### config.mk
export PLATFORM = sky130hd
export DESIGN_NAME = cur_mb_load_ctrl
export DESIGN_NICKNAME = d
export VERILOG_FILES = /design/src/rtl/cur_mb_load_ctrl_pkg.sv /design/src/rtl/cur_mb_rot4.sv /design/src/rtl/cur_mb_load_ctrl.sv
export SDC_FILE = /design/constraint.sdc
export NUM_CORES = 1
export LEC_CHECK = 0
export ABC_CLOCK_PERIOD_IN_PS = 2800
export BUFFER_PORTS_ARGS = -buffer_cell sky130_fd_sc_hd__buf_4
export CORE_AREA = 4 4 202 204
export CTS_BUF_LIST = sky130_fd_sc_hd__clkbuf_2
export DETAILED_ROUTE_END_ITERATION = 8
export DIE_AREA = 0 0 206 208
export SYNTH_ARGS = -nofsm -noshare
export SYNTH_HDL_FRONTEND = slang
export SYNTH_SLANG_ARGS = --single-unit
### constraint.sdc
create_clock -name clk -period 2.8 [get_ports clk]
set_clock_uncertainty 0.15 [all_clocks]
set_input_delay 0.28 -clock clk [delete_from_list [all_inputs] [get_ports clk]]
set_output_delay 0.28 -clock clk [all_outputs]
set_load 0.01 [all_outputs]
### src/rtl/cur_mb_load_ctrl_pkg.sv
// Shared constants and types for the current-LCU original-pixel load path.
package cur_mb_load_ctrl_pkg;

  localparam int PIXEL_WIDTH = 8;
  localparam int LUMA_ROWS   = 128;
  localparam int CHROMA_ROWS = 64;
  localparam int NUM_GRP     = 4;

  typedef enum logic [1:0] {
    ST_IDLE = 2'd0,
    ST_LOAD = 2'd1,
    ST_DONE = 2'd2
  } ld_state_e;

  // Unrotated bank order: bank0..3 take groups G3, G1, G2, G0.
  function automatic logic [1:0] base_grp(input logic [1:0] bank);
    case (bank)
      2'd0:    return 2'd3;
      2'd1:    return 2'd1;
      2'd2:    return 2'd2;
      default: return 2'd0;
    endcase
  endfunction

endpackage

### src/rtl/cur_mb_rot4.sv
// Combinational 4-group rotator: bank b takes base group (b - phase) mod 4.
module cur_mb_rot4
  import cur_mb_load_ctrl_pkg::*;
#(
  parameter int GRP_W = 64
) (
  input  logic [NUM_GRP*GRP_W-1:0] data,
  input  logic [1:0]               phase,
  output logic [NUM_GRP*GRP_W-1:0] rot
);

  logic [NUM_GRP-1:0][GRP_W-1:0] grp;
  // Index 0 is the MSB slice so the output reads {bank0, bank1, bank2, bank3}.
  logic [0:NUM_GRP-1][GRP_W-1:0] bank;

  assign grp = data;

  for (genvar b = 0; b < NUM_GRP; b++) begin : g_bank
    assign bank[b] = grp[base_grp(2'(b) - phase)];
  end

  assign rot = bank;

endmodule

### src/rtl/cur_mb_load_ctrl.sv
// Load sequencer for the current-LCU pixel buffer: streams 192 rows in,
// rotates each row for the four bank RAMs and yields the port to reads.
module cur_mb_load_ctrl
  import cur_mb_load_ctrl_pkg::*;
#(
  parameter int PIXEL_WIDTH = cur_mb_load_ctrl_pkg::PIXEL_WIDTH,
  parameter int LUMA_ROWS   = cur_mb_load_ctrl_pkg::LUMA_ROWS,
  parameter int CHROMA_ROWS = cur_mb_load_ctrl_pkg::CHROMA_ROWS
) (
  input  logic                      clk,
  input  logic                      rst,
  input  logic                      start_i,
  output logic                      busy_o,
  output logic                      done_o,
  input  logic                      in_valid_i,
  output logic                      in_ready_o,
  input  logic [PIXEL_WIDTH*32-1:0] in_data_i,
  input  logic                      cur_ren_i,
  output logic                      wen_o,
  output logic [7:0]                addr_o,
  output logic [PIXEL_WIDTH*32-1:0] wdata_o,
  output logic                      chroma_o
);

  localparam logic [7:0] LAST_ROW   = 8'(LUMA_ROWS + CHROMA_ROWS - 1);
  localparam logic [7:0] CHROMA_ROW = 8'(LUMA_ROWS);

  ld_state_e  state;
  logic [7:0] row;
  logic       accept;

  // Single-port banks: a read request always takes the cycle.
  assign in_ready_o = (state == ST_LOAD) & ~cur_ren_i;
  assign accept     = in_valid_i & in_ready_o;

  always_ff @(posedge clk) begin
    if (rst) begin
      state <= ST_IDLE;
      row   <= '0;
    end else begin
      case (state)
        ST_IDLE: if (start_i) begin
          state <= ST_LOAD;
          row   <= '0;
        end
        ST_LOAD: if (accept) begin
          row <= row + 8'd1;
          if (row == LAST_ROW) state <= ST_DONE;
        end
        ST_DONE: state <= ST_IDLE;
        default: state <= ST_IDLE;
      endcase
    end
  end

  assign busy_o   = (state != ST_IDLE);
  assign done_o   = (state == ST_DONE);
  assign chroma_o = (state == ST_LOAD) & (row >= CHROMA_ROW);
  assign wen_o    = accept;
  assign addr_o   = row;

  cur_mb_rot4 #(.GRP_W(PIXEL_WIDTH*8)) u_rot (
    .data  (in_data_i),
    .phase (row[1:0]),
    .rot   (wdata_o)
  );

endmodule

## After elaboration in Yosys (flattened, before gate mapping)

Cells that the tools add are included.

| word-level totals | value |
|---|---|
| register bits | 10 |
| output and inout port bits | 269 |
| word-level logic and storage cells | 58 |

| operators by class | value |
|---|---|
| add/sub/neg operators | 5 |
| reduce and logical (&&, ||, !) cells | 9 |
| order comparisons | 5 |
| bitwise logic cells | 4 |
| eq/ne operators | 14 |
| mux-type cells | 19 |

Operators with widths:

| cell | number |
|---|---|
| $bmux W64 S2 | 4 |
| $mux W64 | 4 |
| $pmux W2 S3 | 4 |
| $mux W8 | 2 |
| $pmux W8 S2 | 1 |
| $lt A2 B3 Y1 const B | 4 |
| $eq A2 B1 Y1 const B | 5 |
| $eq A2 B2 Y1 const B | 5 |
| $logic_not A2 Y1 | 5 |
| $add A8 B1 Y8 const B | 1 |
| $eq A8 B8 Y1 const B | 1 |
| $ge A8 B8 Y1 const B | 1 |
| $mux W2 | 3 |
| $reduce_and A3 Y1 | 2 |
| $ne A2 B2 Y1 const B | 2 |
| $pmux W2 S2 | 1 |
| $reduce_bool A2 Y1 | 2 |
| $sub A1 B2 Y2 const A | 2 |
| $sub A2 B2 Y2 const A | 2 |
| $and A1 B1 Y1 | 3 |
| $ne A2 B1 Y1 const B | 1 |
| $not A1 Y1 | 1 |

## Depth between registers and ports, before layout

Gate-level depths: netlist of the first run.

| logic depth | value |
|---|---|
| word-level depth | 5 |
| depth in mapped cells | 9 |
| gate-level depth less buffers | 5 |

## Hierarchy

From an unflattened synthesis of the first run, not the netlist that was laid out.

| unflattened totals | value |
|---|---|
| cell total of the unflattened synthesis | 609 |
| area total of the unflattened synthesis | 7344.5 um^2 |

Modules (own cells, without submodules):

| module | instances | area an instance (um^2) | sequential area each (um^2) | cells an instance |
|---|---|---|---|---|
| cur_mb_rot4 | 1 | 6772.7 | 0.0 | 540 |
| cur_mb_load_ctrl | 1 | 571.8 | 200.2 | 69 |

## Least setup slack after synthesis of the first run

Ideal clock, no wire load.

| timing | value |
|---|---|
| kind | register -> output |
| from | reg row[1], in the netlist addr_o[1] |
| to | out wdata_o[100] |
| arrival | 2.364 ns |
| stages on the path, launching flop included | 9 |
| path buffers | 3 |
| slack | 0.006 ns |
| cells stage by stage | dfxtp_1 > inv_2 > buf_6 > buf_2 > ha_1 > nor2_1 > nor2_4 > buf_4 > mux4_2 |

| between the ends | value |
|---|---|
| cells in the longest elaborated chain, start to end | 5 |

Ends and longest elaborated chain:

| element | line | RTL |
|---|---|---|
| start: declaration | cur_mb_load_ctrl.sv:29 | `logic [7:0] row;` |
| start signal: assignment | cur_mb_load_ctrl.sv:47 | `row <= row + 8'd1;` |
| $sub A2 B2 Y2 * | cur_mb_rot4.sv:19 | `assign bank[b] = grp[base_grp(2'(b) - phase)];` |
| $eq A2 B2 Y1 (tied with other cells) | cur_mb_load_ctrl_pkg.sv:17 | `case (bank)` |
| $pmux W2 S3 * | cur_mb_load_ctrl_pkg.sv:17 |  |
| $bmux W64 S2 * | cur_mb_rot4.sv:19 |  |
| $mux W64 (not written as such) * | cur_mb_rot4.sv:19 |  |
| end: declaration | cur_mb_load_ctrl.sv:21 | `output logic [PIXEL_WIDTH*32-1:0] wdata_o,` |

Every way passes the cells marked *; elsewhere a longest branch is shown, timed or not. The select of a mux whose other input is x is not followed.

## Worst setup path after layout of the first run

| timing | value |
|---|---|
| from | reg row[1], in the netlist addr_o[1] |
| to | out wdata_o[119] |

The elaborated chain is that of the path after synthesis.

==> run summary, run 1 <==
Final Hold Viols: 0
Flop pwr share: 6.3%
First-pass GRT wire length: 47,300 µm
Hpwl dp: 26,200 µm
Post-synthesis cell type count: 35
Layout cells sized above 1: 93.6%
Drt pass-1 iters: 5
Max Fclk: 0.369 GHz
Crit-path slowest cell: mux4_2
Cells after synthesis: 387
Syn. warnings: 0
Syn_nets: 655
Critical Path Sink Type: primary output
Int Pwr: 1.39 mW
Worst Hold Path EP: addr_o[1]
Overall power: 2.30 mW
Reg2reg end: addr_o[5]
Vias in the first global route: 7,262
Core Region: 39,300 µm²
Reg2Reg Launch Point: state[1]
Global route overflow: 0
Final slew viol count: 0
Syn_area_per_cell: 17.6 µm²
Hold Path Depth: 2
Max clock buf depth: 2
Clock root cell: clkbuf_2
Max cap viols: 0
Power per cell area: 198 nW/µm²
Sequential share of the synthesized area: 2.93%
Port Buffers: 529
Comb pwr share: 89.8%
Gr usage total: 14.1%
Area Overhead vs Synth: 70.1%
Delay of the slowest cell on the worst path: 530 ps
Worst hold slack: 81.6 ps
ANT nets after route: 0
Ant. Diodes: 0
CP cell instances: inv_8 -> ha_2 -> nor2_1 -> nor2_4 -> buf_6 -> clkbuf_16 -> mux4_2 -> buf_4
Die footprint: 42,800 µm²
Tightest Pin Transition: 599 ps
Via count: 7,348
Worst vdd ir: 0.146 mV
WS Path Type: reg2out
# DRC: 0
Register-to-register setup slack: 1030 ps
CP arrival: 2280 ps
Die W: 206 µm
H-tree levels: 1
CP Launch Type: flip-flop
Site Rows: 73
Clock-pin slew on the worst setup and hold paths: 130 ps
Clock share of power: 3.9%
CTS tree: done
Final Wtd Congestion: 0.930
Die Y-Extent: 208 µm
Period minus WS final: 2710 ps
Post-route clock period utilization: 96.9%
CP bufs+invs: 4
Switching Share: 39.7%
Nets: 1,159
Initial antenna violation count: 0
Routed wire per std cell: 23.8 µm
Final setup vio count: 0
Yosys reg bits: 10
Hold crit path type: in2reg
Worst Path Required: 2370 ps
Largest net degree at the start of global routing: 69
Iteration-0 DRC Markers: 611
Reg2Reg Depth: 3
Initial Util: 17.4%
Unrepaired setup endpoints after global routing: yes
NetSw: 911 µW
Crit Path Max Fanout: 8
Pleak: 4.72 nW
Later-pin clock latency in the skew report: 270 ps
Drt via density: 5.19
Post-Syn Area: 6830 µm²
Number of I/O pins: 530
TritonCTS buffer count: 3
Status: completed
Min-delay src: rst
Delay-heaviest family, CP: buffers and inverters
CTS Sinks: 10
Worst slew margin: 60.1%
Total Routed Length: 33,700 µm
[per-stage QoR]
step | setup WS [ps] | utilization [%] | cell area (µm²) | setup TNS (ps) | std cells
finish | 86.3 | 29.6 | 11600 | 0 | 1415
global route | -17.5 | 29.6 | 11600 | -161 | 1415
CTS | 7.71 | 29.3 | 11500 | 0 | 1411
detailed placement | 208 | 28.9 | 11400 | 0 | 1400
global placement | 223 | 28.9 | 11400 | 0 | 1400
floorplan | 6.12 | - | 6830 | 0 | 387
[final cells by class]
class | instances | area (µm²)
clock buffer | 3 | 15.0
clock inverter | 1 | 3.75
fill | 3984 | 27700
inverter | 4 | 22.5
multi-input combinational | 315 | 6230
sequential | 10 | 204
tap | 525 | 657
timing repair buffer | 557 | 4480
[cells in the mapped netlist (all sizes together)]
library cell  instances  area share, %
and2                  1          0.092
nor2                  6           0.48
nand4bb               1           0.24
inv                   4           0.22
a21oi                 2           0.15
or3                   1           0.11
dfxtp                10            2.9
and2b                 2           0.26
o21bai                1           0.11
a211oi                1           0.11
nand4                 1          0.092
nor2b                 1          0.092
a41oi                 1           0.13
or3b                  1           0.13
and3b                 1           0.13
o211ai                3           0.33
nand3                10           0.73
clkbuf               15           0.84
o21ai                 1          0.073
mux4                256             84
a31oi                 5           0.46
buf                  43            5.4
or2                   2           0.18
nand2                 5           0.28
or4                   3           0.33
ha                    7            1.3
nor4                  1          0.092
a311oi                2           0.26
[cell families after synthesis]
group                      Yosys count  synth area share [%]
muxes                              256                  84.5
and+or+nand+nor                     36                  3.23
AOI/OAI and AO/OA                   16                  1.61
DFF                                 10                  2.93
buffers and inverters               62                  6.47
adders and majority gates            7                  1.28
[worst register-to-register path, cell delays in order, from the launching register on]
cell	delay, ps
dfxtp_1	360
nand4bb_2	430
or4_1	590
a31oi_1	170
[layout by cell type, fill, tap and decap left out, types with 2 or more instances in the layout]
cell type / count
a31oi_1: 5
a21oi_1: 2
buf_4: 536
ha_2: 2
nor2_4: 2
dfxtp_1: 9
ha_4: 2
buf_12: 14
o211ai_1: 3
nand3_1: 10
buf_16: 2
inv_1: 2
clkbuf_2: 3
or4_1: 3
ha_1: 3
and2b_2: 2
clkbuf_16: 3
nor2_1: 4
a311oi_1: 2
nand2_1: 5
mux4_2: 256
[sequential cells by signal (all words and copies together), names as in the netlist]
| register | count |
|---|---|
| addr_o | 8 |
| state | 2 |
[power by group through the flow]
stage          registers (mW)  logic, mW  clock network (mW)
2_1_floorplan           0.150      0.929                   0
3_3_place_gp            0.149       2.01                   0
3_5_place_dp            0.150       2.02                   0
4_1_cts                 0.146       2.05              0.0910
5_1_grt                 0.146       2.17               0.102
6_report                0.145       2.06              0.0896
[layer usage]
layer  track usage, %  up-vias  routed length, µm  share of wire, %
li1                 -     2947                  -                 -
met1             18.1     3855              12700                38
met2             24.7      503              17300                51
met3             2.43       43               3010               8.9
met4             2.98        0                737               2.2
met5                0        -                  0                 0
[worst max path at each step]
stage / startpoint / to / cells past startpoint
2_1_floorplan: addr_o[1] / wdata_o[100] / 8
3_3_place_gp: addr_o[1] / wdata_o[102] / 7
5_1_grt: addr_o[1] / wdata_o[74] / 8
6_report: addr_o[1] / wdata_o[119] / 8
3_5_place_dp: addr_o[1] / wdata_o[102] / 7
4_1_cts: addr_o[1] / wdata_o[102] / 8
[timing repair]
| action | CTS | global route |
|---|---|---|
| resized for setup | 7 | 6 |
| hold buffers | 0 | 0 |
| cloned | 2 | 3 |
| endpoints found under the setup margin | 212 | 58 |
| setup buffers | 5 | 1 |
| pin swaps | 1 | 1 |
(Power assumes the default switching activity.)
==> inputs of run 2 (changes only) <==
--- a/config.mk
+++ b/config.mk
@@ -7,10 +7,10 @@
 export LEC_CHECK = 0
 export ABC_CLOCK_PERIOD_IN_PS = 2800
 export BUFFER_PORTS_ARGS = -buffer_cell sky130_fd_sc_hd__buf_4
-export CORE_AREA = 4 4 202 204
-export CTS_BUF_LIST = sky130_fd_sc_hd__clkbuf_2
+export CORE_AREA = 2 2 206 208
+export CTS_BUF_LIST = sky130_fd_sc_hd__clkbuf_4 sky130_fd_sc_hd__clkbuf_8
 export DETAILED_ROUTE_END_ITERATION = 8
-export DIE_AREA = 0 0 206 208
+export DIE_AREA = 0 0 208 210
 export SYNTH_ARGS = -nofsm -noshare
 export SYNTH_HDL_FRONTEND = slang
 export SYNTH_SLANG_ARGS = --single-unit
==> run summary, run 2 (synthesized netlist as in run 1, its figures left out) <==
Status: completed
Worst hold slack: 140 ps (+57.9 ps)
Critical Path Sink Type: primary output
Core Region: 41,500 µm² (+5.6%)
Nets: 1,161 (+0.17%)
Dpl cell area: 11,400 µm² (+0.40%)
Max Fclk: 0.369 GHz (+0.19%)
CTS Sinks: 10 (unchanged)
Die footprint: 43,700 µm² (+1.9%)
TritonCTS buffer count: 3 (unchanged)
Most frequent cells in the layout: buf_4 (541), mux4_2 (256), buf_12 (15), nand3_1 (10), dfxtp_1 (9)
Routed wire per std cell: 22.2 µm (-6.6%)
Layout cells sized above 1: 93.4% (-0.21 points)
Largest register FFs: 8 (unchanged)
Drt via density: 5.07 (-2.3%)
Gr usage total: 13.1% (-0.97 points)
Global route overflow: 0 (unchanged)
Power per cell area: 205 nW/µm² (+3.8%)
Post-route clock period utilization: 96.7% (-0.18 points)
Flop pwr share: 6.2% (about the same)
Crit Path Max Fanout: 16 (+8)
CP cell instances: inv_8 -> ha_1 -> nor2_1 -> nor2_4 -> buf_4 -> buf_12 -> mux4_2 -> buf_4
Hold-fix buffers at CTS: 0 (unchanged)
Initial antenna violation count: 0 (unchanged)
Hpwl dp: 25,100 µm (-4.5%)
CP arrival: 2280 ps (about the same)
Clock root cell: clkbuf_8
Initial Util: 16.5% (-0.92 points)
Drt pass-1 iters: 5 (unchanged)
Delay of the slowest cell on the worst path: 570 ps (+40 ps)
TNS Setup: 0 ps (unchanged)
Worst slew margin: 56.5% (-3.5 points)
Vias in the first global route: 7,398 (+1.9%)
Comb pwr share: 85.8% (-4.0 points)
Final slew viol count: 0 (unchanged)
WS Path Type: reg2out
CP Launch Type: flip-flop
# DRC: 0 (unchanged)
Crit-path slowest cell: mux4_2
Overall power: 2.38 mW (+3.8%)
First-pass GRT wire length: 46,100 µm (-2.7%)
CP dominant cell by count: buf_4
Via count: 7,258 (-1.2%)
Setup WS post-layout: 91.4 ps (+5.06 ps)
Number of I/O pins: 530 (unchanged)
Site Rows: 75 (+2.7%)
Final Hold Viols: 0 (unchanged)
Clock share of power: 8.0% (+4.1 points)
Layout filler cell count: 4,231 (+6.2%)
Final Wtd Congestion: 0.969 (+4.2%)
Port Buffers: 529 (unchanged)
Switching Share: 38.0% (-1.7 points)
Worst vdd ir: 0.233 mV (+60%)
ANT nets after route: 0 (unchanged)
Final setup vio count: 0 (unchanged)
Period minus WS final: 2710 ps (-5.06 ps)
Clock-pin slew on the worst setup and hold paths: 50 ps (-80 ps)
Max clock buf depth: 2 (unchanged)
Total Routed Length: 31,800 µm (-5.6%)
Delay-heaviest family, CP: buffers and inverters
Ant. Diodes: 0 (unchanged)
Die W: 208 µm (+0.97%)
Dpl ws: 170 ps (-38.0 ps)
Pleak: 4.71 nW (-0.23%)
Hold crit path type: in2reg
Die Y-Extent: 210 µm (+0.96%)
Largest net degree at the start of global routing: 74 (+7.2%)
Later-pin clock latency in the skew report: 240 ps (-30 ps)
NetSw: 905 µW (-0.64%)
Max cap viols: 0 (unchanged)
Iteration-0 DRC Markers: 674 (+10%)
Final Cell Area: 11,600 µm² (about the same)
Area Overhead vs Synth: 70.0% (about the same)
CTS tree: done
CP bufs+invs: 4 (unchanged)
Worst Path Required: 2370 ps (about the same)
H-tree levels: 1 (unchanged)
Tightest Pin Transition: 652 ps (+52.9 ps)
Commonest non-fill, non-tap cell in the layout: buf_4
Int Pwr: 1.48 mW (+6.7%)
==> run 2: cell count changes in the layout (fill, tap and decap cells not counted), moves of 2 or more <==
| cell | delta |
|---|---|
| buf_4 | +5 |
| clkbuf_8 | +4 |
| clkbuf_2 | -3 |
| ha_1 | +3 |
| buf_16 | -2 |
| ha_2 | -2 |
==> run 2: power by group through the flow <==
stage                     logic, mW  registers (mW)  clock network, mW
after global placement         1.99           0.150                  0
after detailed placement       2.01           0.150                  0
after global routing           2.15           0.148              0.204
after CTS                      2.02           0.147              0.192
after floorplan               0.929           0.150                  0
final                          2.05           0.147              0.190
==> run 2: worst register-to-register path: cells and delay by family, from the launching register on <==
kind,cells,cell delay [ps]
compound gates,1,150
fa+ha+maj,1,350
buf+inv,1,140
simple gates,1,510
flops,1,480
==> run 2: metrics by stage <==
stage	util, %	std cells
after global routing	28.0	1431
after detailed placement	27.5	1416
after floorplan	-	387
after CTS	27.7	1423
final	28.0	1431
after global placement	27.5	1416
==> run 2: worst paths after layout <==
path                        to       from  cells after the start  slack [ps]
hold / removal       addr_o[6]        rst                      2         140
setup / recovery  wdata_o[103]  addr_o[1]                      8          90
hold reg to reg       state[0]   state[0]                      1         390
setup reg to reg     addr_o[6]  addr_o[1]                      4         950
==> run 2: area by class of cell <==
type | count | area, µm² | share of cell area, %
inverter | 4 | 22.5 | 0.194
tap | 539 | 674 | 5.81
sequential | 10 | 201 | 1.74
multi-input combinational | 315 | 6210 | 53.6
clock buffer | 4 | 55.1 | 0.474
timing repair buffer | 559 | 4440 | 38.2
==> run 2: what timing repair did <==
item                                    CTS  global route
buffers inserted                          3             5
gates cloned                              0             3
pin swaps                                 0             2
endpoints found under the hold margin     0             0
gates resized for setup                   2             0
endpoints found under the setup margin   98            16
==> run 2: metal layers <==
metal	track usage [%]	part of all wire, %	vias up	wire, µm
met3	2.65	8.2	29	2620
li1	-	-	2943	-
met5	0	0	-	0
met2	23.4	53	472	16800
met1	16.6	38	3814	12000
met4	2.15	1.4	0	439
==> inputs of run 3 (changes only) <==
--- a/config.mk
+++ b/config.mk
@@ -5,12 +5,12 @@
 export SDC_FILE = /design/constraint.sdc
 export NUM_CORES = 1
 export LEC_CHECK = 0
-export ABC_CLOCK_PERIOD_IN_PS = 2800
+export ABC_CLOCK_PERIOD_IN_PS = 2970
 export BUFFER_PORTS_ARGS = -buffer_cell sky130_fd_sc_hd__buf_4
-export CORE_AREA = 2 2 206 208
+export CORE_AREA = 2 2 208 210
 export CTS_BUF_LIST = sky130_fd_sc_hd__clkbuf_4 sky130_fd_sc_hd__clkbuf_8
 export DETAILED_ROUTE_END_ITERATION = 8
-export DIE_AREA = 0 0 208 210
+export DIE_AREA = 0 0 210 212
 export SYNTH_ARGS = -nofsm -noshare
 export SYNTH_HDL_FRONTEND = slang
 export SYNTH_SLANG_ARGS = --single-unit
==> constraint.sdc (replaced) <==
create_clock -name clk -period 2.97 [get_ports clk]
set_clock_uncertainty 0.15 [all_clocks]
set_input_delay 0.297 -clock clk [delete_from_list [all_inputs] [get_ports clk]]
set_output_delay 0.297 -clock clk [all_outputs]
set_load 0.01 [all_outputs]
==> run summary, run 3 (synthesized netlist as in run 1, its figures left out) <==
Critical Path Sink Type: primary output
Nets: 1,144 (-1.5%)
Vias in the first global route: 7,457 (+0.80%)
Status: completed
Final Cell Area: 11,400 µm² (-1.8%)
Clock-pin slew on the worst setup and hold paths: 50 ps (about the same)
Die footprint: 44,500 µm² (+1.9%)
Drt pass-1 iters: 5 (unchanged)
Global route overflow: 0 (unchanged)
Most frequent cells in the layout: buf_4 (530), mux4_2 (256), buf_12 (12), nand3_1 (10), dfxtp_1 (9)
Layout filler cell count: 4,342 (+2.6%)
CP cell instances: inv_1 -> ha_1 -> nor2_1 -> nor2_4 -> buf_12 -> mux4_2 -> buf_4
Final setup vio count: 0 (unchanged)
Clock share of power: 7.7% (-0.3 points)
Via count: 7,394 (+1.9%)
Unrepaired setup endpoints after global routing: no
Hpwl dp: 25,700 µm (+2.4%)
CTS Sinks: 10 (unchanged)
Delay-heaviest family, CP: buffers and inverters
Site Rows: 76 (+1.3%)
Setup bufs post-CTS: 0 (-3)
CP Launch Type: flip-flop
Worst vdd ir: 0.220 mV (-5.8%)
Flop pwr share: 6.3% (about the same)
Worst slew margin: 59.5% (+3.0 points)
Port Buffers: 529 (unchanged)
Hold-fix buffers at CTS: 0 (unchanged)
Crit-path slowest cell: mux4_2
Largest net degree at the start of global routing: 69 (-6.8%)
Comb pwr share: 86.0% (+0.2 points)
First-pass GRT wire length: 46,700 µm (+1.5%)
Overall power: 2.20 mW (-7.6%)
Setup WS post-layout: 237 ps (+145 ps)
Final Wtd Congestion: 1.02 (+5.7%)
Initial antenna violation count: 0 (unchanged)
Ant. Diodes: 0 (unchanged)
Number of I/O pins: 530 (unchanged)
Crit Path Max Fanout: 34 (+18)
Later-pin clock latency in the skew report: 240 ps (about the same)
Die Y-Extent: 212 µm (+0.95%)
Area Overhead vs Synth: 67.0%
Dpl ws: 353 ps (+182 ps)
Int Pwr: 1.35 mW (-8.3%)
Period minus WS final: 2730 ps
Sequential cell area: 201 µm² (unchanged)
Core Region: 42,500 µm² (+2.5%)
Area of the multi-input gates: 6210 µm² (unchanged)
Die W: 210 µm (+0.96%)
Total Routed Length: 32,200 µm (+1.2%)
Hold crit path type: in2reg
NetSw: 846 µW (-6.5%)
Post-route clock period utilization: 92.0%
CP arrival: 2290 ps (about the same)
Final slew viol count: 0 (unchanged)
Clock root cell: clkbuf_8
ANT nets after route: 0 (unchanged)
Dpl cell area: 11,300 µm² (-0.54%)
Iteration-0 DRC Markers: 746 (+11%)
Final Hold Viols: 0 (unchanged)
TritonCTS buffer count: 3 (unchanged)
Layout cells sized above 1: 93.1% (-0.24 points)
Commonest non-fill, non-tap cell in the layout: buf_4
Switching Share: 38.4% (+0.45 points)
H-tree levels: 1 (unchanged)
CP bufs+invs: 3 (-1)
Largest register FFs: 8 (unchanged)
Max cap viols: 0 (unchanged)
Routed wire per std cell: 22.6 µm (+1.9%)
WS Path Type: reg2out
# DRC: 0 (unchanged)
Final core occ: 26.8% (-1.2 points)
Worst Path Required: 2520 ps (+150 ps)
Max Fclk: 0.366 GHz
Drt via density: 5.20 (+2.6%)
Power per cell area: 193 nW/µm² (-6.0%)
Delay of the slowest cell on the worst path: 560 ps (about the same)
Initial Util: 16.1% (-0.40 points)
CTS tree: done
Tightest Pin Transition: 608 ps (-44.5 ps)
Post-cts sizing count: 0 (-2)
Gr usage total: 13.4% (+0.27 points)
TNS Setup: 0 ps (unchanged)
Pleak: 4.59 nW (-2.5%)
Max clock buf depth: 2 (unchanged)
==> run 3: final timing paths <==
path / startpoint / end / slack [ps] / depth (start not counted)
setup reg to reg: addr_o[1] / addr_o[6] / 1070 / 4
setup / recovery: addr_o[0] / wdata_o[101] / 240 / 7
hold / removal: rst / addr_o[1] / 160 / 2
hold reg to reg: addr_o[5] / addr_o[5] / 390 / 2
==> run 3: power groups by stage <==
stage                     combinational, mW  clock (mW)  sequential, mW
after floorplan                       0.876           0           0.142
after global placement                 1.87           0           0.141
after detailed placement               1.88           0           0.141
after CTS                              1.89       0.174           0.138
after global routing                   1.99       0.181           0.138
final                                  1.89       0.170           0.138
==> run 3: layer usage <==
metal	vias to the layer above	global-route usage, %	routed length, µm
met4	0	2.91	757
met5	-	0	0
met2	522	23.2	16800
met1	3912	17.0	11800
met3	54	3.07	2900
li1	2906	-	-
==> run 3: metrics by stage <==
| step | cells | hold WS [ps] |
|---|---|---|
| floorplan | 387 | 329 |
| global placement | 1417 | 363 |
| detailed placement | 1417 | 374 |
| CTS | 1421 | 160 |
| global route | 1421 | 165 |
| finish | 1421 | 158 |
==> run 3: cell type report <==
class	count	area share [%]
clock buffer	4	0.483
inverter	4	0.198
tap	546	5.99
timing repair buffer	542	37.0
multi-input combinational	315	54.5
sequential	10	1.77
==> run 3: worst reg2reg max path, stage by stage (launching register included) <==
cell and delay [ps]:
dfxtp_2 480, ha_1 350, inv_1 130, or4_1 520
a31oi_1 180
